<file path="src/rtl/fp_mul_norm_round_pipe.sv">
// Normalise/round back end for the FP multiplier: 2-stage valid/ready pipe.
// FP_MUL_RNE_EN selects round-to-nearest-even; otherwise legacy round-half-up.
module fp_mul_norm_round_pipe #(
  parameter int EXP_W = 8,
  parameter int MAN_W = 23,
  parameter int AUX_W = 31
) (
  input  logic                   clk,
  input  logic                   rst,
  input  logic                   in_valid,
  output logic                   in_ready,
  input  logic [2*MAN_W+1:0]     prod_in,
  input  logic [EXP_W+1:0]       exp_in,
  input  logic [AUX_W-1:0]       aux_in,
  input  logic                   err_in,
  output logic                   out_valid,
  input  logic                   out_ready,
  output logic [EXP_W+MAN_W-1:0] float_out,
  output logic [AUX_W-1:0]       aux_out,
  output logic                   ovf_out,
  output logic                   unf_out,
  output logic                   err_out
);

  localparam int PW   = 2*MAN_W+2;
  localparam int EW   = EXP_W+2;
  localparam int BIAS = (1 << (EXP_W-1)) - 1;
  localparam int FW   = EXP_W+MAN_W;

  localparam logic signed [EW-1:0] BIAS_E = EW'(BIAS);
  localparam logic signed [EW-1:0] EMAX_E = EW'((1 << EXP_W) - 1);
  localparam logic signed [EW-1:0] ONE_E  = EW'(1);
  localparam logic signed [EW-1:0] ZERO_E = '0;

  // Stage-1 state
  logic                   s1_valid_q, s1_valid_d;
  logic [MAN_W-1:0]       s1_mant_q, s1_mant_d;
  logic                   s1_guard_q, s1_guard_d;
  logic signed [EW-1:0]   s1_e_q, s1_e_d;
  logic [AUX_W-1:0]       s1_aux_q, s1_aux_d;
  logic                   s1_err_q, s1_err_d;

  // Output register state
  logic                   out_valid_q, out_valid_d;
  logic [FW-1:0]          float_q, float_d;
  logic [AUX_W-1:0]       aux_q, aux_d;
  logic                   ovf_q, ovf_d;
  logic                   unf_q, unf_d;
  logic                   err_q, err_d;

  // Normaliser combinational results
  logic [MAN_W-1:0]       n_mant;
  logic                   n_guard;
  logic signed [EW-1:0]   n_e;

  // Rounder / classifier combinational results
  logic                   inc;
  logic                   carry;
  logic [MAN_W-1:0]       r_mant;
  logic signed [EW-1:0]   r_e;
  logic [FW-1:0]          r_float;
  logic                   r_ovf, r_unf, r_err;

  logic                   s1_en, s2_en;

  assign s2_en    = !out_valid_q || out_ready;
  assign s1_en    = !s1_valid_q || s2_en;
  assign in_ready = s1_en;

  assign out_valid = out_valid_q;
  assign float_out = float_q;
  assign aux_out   = aux_q;
  assign ovf_out   = ovf_q;
  assign unf_out   = unf_q;
  assign err_out   = err_q;

  // Align the product so the leading one is implicit; pick guard bit
  always_comb begin
    if (prod_in[PW-1]) begin
      n_mant  = prod_in[PW-2 -: MAN_W];
      n_guard = prod_in[PW-2-MAN_W];
      n_e     = $signed(exp_in) + BIAS_E + ONE_E;
    end else begin
      n_mant  = prod_in[PW-3 -: MAN_W];
      n_guard = prod_in[PW-3-MAN_W];
      n_e     = $signed(exp_in) + BIAS_E;
    end
  end

`ifdef FP_MUL_RNE_EN
  logic s1_sticky_q, s1_sticky_d;
  logic n_sticky;

  // Sticky is the OR of every bit below the guard position
  always_comb begin
    n_sticky    = prod_in[PW-1] ? |prod_in[PW-3-MAN_W:0]
                                : |prod_in[PW-4-MAN_W:0];
    s1_sticky_d = s1_sticky_q;
    if (s1_en && in_valid) s1_sticky_d = n_sticky;
  end

  // Sticky flop rides with the rest of stage 1
  always_ff @(posedge clk or posedge rst) begin
    if (rst) s1_sticky_q <= 1'b0;
    else     s1_sticky_q <= s1_sticky_d;
  end

  assign inc = s1_guard_q & (s1_sticky_q | s1_mant_q[0]);
`else
  logic unused_lsbs;

  assign unused_lsbs = ^prod_in[PW-4-MAN_W:0];
  assign inc         = s1_guard_q;
`endif

  // Round, renormalise on carry-out and classify the result
  always_comb begin
    {carry, r_mant} = {1'b0, s1_mant_q} + {{MAN_W{1'b0}}, inc};
    r_e     = s1_e_q + (carry ? ONE_E : ZERO_E);
    r_float = {r_e[EXP_W-1:0], r_mant};
    r_ovf   = 1'b0;
    r_unf   = 1'b0;
    r_err   = 1'b0;
    if (s1_err_q) begin
      r_float = '1;
      r_err   = 1'b1;
    end else if (r_e >= EMAX_E) begin
      r_float = {{EXP_W{1'b1}}, {MAN_W{1'b0}}};
      r_ovf   = 1'b1;
    end else if (r_e <= ZERO_E) begin
      r_float = '0;
      r_unf   = 1'b1;
    end
  end

  // Next-state for both stages; data moves only on its stage enable
  always_comb begin
    s1_valid_d  = s1_valid_q;
    s1_mant_d   = s1_mant_q;
    s1_guard_d  = s1_guard_q;
    s1_e_d      = s1_e_q;
    s1_aux_d    = s1_aux_q;
    s1_err_d    = s1_err_q;
    out_valid_d = out_valid_q;
    float_d     = float_q;
    aux_d       = aux_q;
    ovf_d       = ovf_q;
    unf_d       = unf_q;
    err_d       = err_q;
    if (s1_en) s1_valid_d = in_valid;
    if (s1_en && in_valid) begin
      s1_mant_d  = n_mant;
      s1_guard_d = n_guard;
      s1_e_d     = n_e;
      s1_aux_d   = aux_in;
      s1_err_d   = err_in;
    end
    if (s2_en) out_valid_d = s1_valid_q;
    if (s2_en && s1_valid_q) begin
      float_d = r_float;
      aux_d   = s1_aux_q;
      ovf_d   = r_ovf;
      unf_d   = r_unf;
      err_d   = r_err;
    end
  end

  // Pipeline registers, cleared asynchronously
  always_ff @(posedge clk or posedge rst) begin
    if (rst) begin
      s1_valid_q  <= 1'b0;
      s1_mant_q   <= '0;
      s1_guard_q  <= 1'b0;
      s1_e_q      <= '0;
      s1_aux_q    <= '0;
      s1_err_q    <= 1'b0;
      out_valid_q <= 1'b0;
      float_q     <= '0;
      aux_q       <= '0;
      ovf_q       <= 1'b0;
      unf_q       <= 1'b0;
      err_q       <= 1'b0;
    end else begin
      s1_valid_q  <= s1_valid_d;
      s1_mant_q   <= s1_mant_d;
      s1_guard_q  <= s1_guard_d;
      s1_e_q      <= s1_e_d;
      s1_aux_q    <= s1_aux_d;
      s1_err_q    <= s1_err_d;
      out_valid_q <= out_valid_d;
      float_q     <= float_d;
      aux_q       <= aux_d;
      ovf_q       <= ovf_d;
      unf_q       <= unf_d;
      err_q       <= err_d;
    end
  end

endmodule
</file>
<file path="config.mk">
export PLATFORM = sky130hd
export DESIGN_NAME = fp_mul_norm_round_pipe
export DESIGN_NICKNAME = d
export VERILOG_FILES = /design/src/rtl/fp_mul_norm_round_pipe.sv
export SDC_FILE = /design/constraint.sdc
export NUM_CORES = 1
export LEC_CHECK = 0
export ABC_CLOCK_PERIOD_IN_PS = 7500
export BUFFER_PORTS_ARGS = -buffer_cell sky130_fd_sc_hd__buf_2
export CORE_MARGIN = 1
export CORE_UTILIZATION = 35
export DETAILED_ROUTE_END_ITERATION = 8
export PLACE_DENSITY = 0.56
export SETUP_SLACK_MARGIN = 0.5
export SKIP_CTS_REPAIR_TIMING = 1
export SLEW_MARGIN = 10
export SYNTH_ARGS = -nofsm -noshare
export SYNTH_HDL_FRONTEND = slang
export SYNTH_SLANG_ARGS = --single-unit
export TNS_END_PERCENT = 10
</file>
<file path="constraint.sdc">
create_clock -name clk -period 7.5 [get_ports clk]
set_input_delay 0.375 -clock clk [delete_from_list [all_inputs] [get_ports clk]]
set_output_delay 0.375 -clock clk [all_outputs]
set_load 0.03 [all_outputs]
</file>
==> run summary <==
Share of the synthesized area in the top cell type = 0.537
Pins Over Slew Limit = 0
Endpoints failing hold = 0
Static leakage = 3.61 nW
Initial DRC Count = 271
Worst setup EP type = flip-flop
Starting Density = 0.358
CTS sink count = 133
Min-delay worst type = in2async
CP top delay family = simple AND/OR/NAND/NOR gates
DIE WIDTH = 135 um
# IOs = 161
CTS tree = built
Fin crit share = 0.525
Worst R2R Start = s1_mant_q[0]
Num CTS Buffers = 17
R2R depth = 12
Vias in the first global route = 4,935
CP startpoint = s1_mant_q[0]
Number of unique standard cell types used by synthesis = 49
Cell area power density = 313 nW/um^2
Min Tclk post-route = 3.94 ns
Largest net degree at the start of global routing = 101
Slowest Stage Delay on Critical Path = 0.66 ns
WP buf/inv = 0
Cell chain of the critical path = ha_1 > nand2_1 > nor2_1 > nand4_1 > nor3_1 > and3_1 > ha_1 > and3_1 > nand4_1 > xor2_1 > nand4_1 > o21ai_0
Post-synth EDFFs = 0
Setup violators final = 0
Final antenna-violating net count = 0
Post-DP HPWL = 10,100 um
Post-layout nets = 843
Yosys reg bits = 133
Ys Warns = 0
Final setup skew = 0.00745 ns
Synth area leader = dfrtp_1
Drt total wl = 14,400 um
RSZ-0062 raised after global routing = no
Slew @ Worst Pin = 1.03 ns
Core area = 17,300 sq um
Row cnt = 48
Crit path arrival time = 4.26 ns
Largest cells by area after synthesis = dfrtp_1 54%, nand2_1 9.1%, mux2_2 5.8%, o21ai_0 4.4%, mux2i_1 4.0%
Die Y = 135 um
First-pass GRT wire length = 24,200 um
Root Driver = clkbuf_16
Top_reg_cell synth = dfrtp_1
F_max = 254 MHz
Longest Clk Path Bufs = 2
Die ar. = 18,200 sq um
WP depth = 12
WS Path Type = reg2reg
Ant diodes = 0
Gr usage total = 0.172
Post-synthesis sequential area ratio = 0.537
GPL Wtd Cong = 0.818
Max-slew headroom = 0.310
Share of cells above drive strength 1 = 0.286
Worst vdd ir = 0.166 mV
Synth Instances = 617
Net Count, Synth = 716
Overall power = 2.40 mW
Port Buffers = 138
GRT overflow = 0
DRC Markers = 0
Initial antenna violation count = 0
Worst path most repeated cell = nand4_1
Critical R2R Capture = float_out[19]
Fraction of registers with async set/reset = 1.00
Synth-to-Final Area Change = 23.9%
Worst-skew pair later-pin latency = 0.42 ns
Count leader, synth = nand2_1
Total negative slack = 0 ns
CTS clk-pin slew, worst paths = 0.06 ns
Slowest-stage cell, CP = xor2_1
Maxcap violations = 0
Clock H-tree levels = 4
Mean Syn Cell Area = 10.0 sq um
Post-synth top cells = 150 x nand2_1, 133 x dfrtp_1, 54 x o21ai_0
Vias = 4,757
Vias per Instance = 4.85
Critical Path End = float_out[19]
Worst Setup Start Kind = flip-flop
WL/cell = 14.6 um
Synth Cell Area = 6190 sq um
Worst-path fanout max = 13
CP required = 7.83 ns
Pre-antenna DRT Iters = 5
Status = finished clean
R2r setup slk = 3.56 ns
==> sequential cells by signal (all words and copies together) (netlist names) <==
register / count
aux_out: 31
err_out: 1
float_out: 31
inc: 1
out_valid: 1
ovf_out: 1
s1_aux_q: 31
s1_e_q: 10
s1_err_q: 1
s1_mant_q: 23
s1_valid_q: 1
unf_out: 1
==> through the flow <==
stage	utilization	std cells	setup slack [ns]	instance area (sq um)	hold slack, ns
floorplan	-	617	3.57	6190	0.433
global placement	0.407	950	3.73	7050	0.441
detailed placement	0.407	950	3.58	7050	0.447
CTS	0.444	981	3.56	7670	0.166
global route	0.444	981	3.11	7670	0.169
finish	0.444	981	3.56	7670	0.186
==> layout make-up <==
class | count | area (sq um)
Tap cell | 225 | 282
Timing Repair Buffer | 140 | 706
Clock inverter | 12 | 176
Inverter | 8 | 32.5
Fill cell | 1683 | 9620
Clock buffer | 19 | 453
Sequential cell | 133 | 3330
Multi-Input combinational cell | 444 | 2700
==> metal layers <==
metal / global-route usage / wire length (um)
met5: 0 / 0
met4: 0.0730 / 252
met1: 0.221 / 6750
met3: 0.0353 / 655
met2: 0.280 / 6710
==> layout by cell type (no fill, tap or decap), drive strengths merged, types with 4 or more instances in the layout <==
cell type | synthesis | routed
nand2 | 150 | 150
buf | 11 | 140
dfrtp | 133 | 133
o21ai | 55 | 55
mux2 | 32 | 32
nor2 | 29 | 29
mux2i | 25 | 25
xnor2 | 24 | 24
a21oi | 21 | 21
clkbuf | 21 | 19
xor2 | 18 | 18
nand3 | 13 | 13
inv | 8 | 9
nand4 | 8 | 8
a31oi | 7 | 7
and4 | 6 | 6
o22ai | 6 | 6
nand2b | 6 | 6
nor3 | 5 | 5
and3 | 5 | 5
ha | 5 | 5
a211oi | 5 | 5
clkinv | 0 | 5
bufinv | 0 | 4
==> logic make-up (layout without fill, tap and decap cells) <==
group | Yosys count | in the layout | share of synthesized area
fa+ha+maj | 5 | 5 | 0.0101
compound gates | 101 | 101 | 0.0921
mux | 57 | 57 | 0.0986
buf+inv | 40 | 179 | 0.0291
flops | 133 | 133 | 0.537
xor+xnor | 42 | 42 | 0.0594
simple gates | 239 | 239 | 0.174
==> how the worst min path moves through the flow <==
stage | endpoint | slack (ns) | cells past startpoint
finish | aux_out[30] | 0.19 | 2
global placement | aux_out[13] | 0.44 | 2
global route | s1_err_q | 0.17 | 2
detailed placement | aux_out[12] | 0.45 | 2
floorplan | aux_out[0] | 0.43 | 2
CTS | s1_err_q | 0.17 | 2
==> where the power goes <==
| group | switching [mW] | internal, mW |
|---|---|---|
| Sequential | 0.0978 | 0.858 |
| Combinational | 0.385 | 0.187 |
| Clock | 0.302 | 0.571 |
No activity file was read; power rests on OpenSTA's default activity.
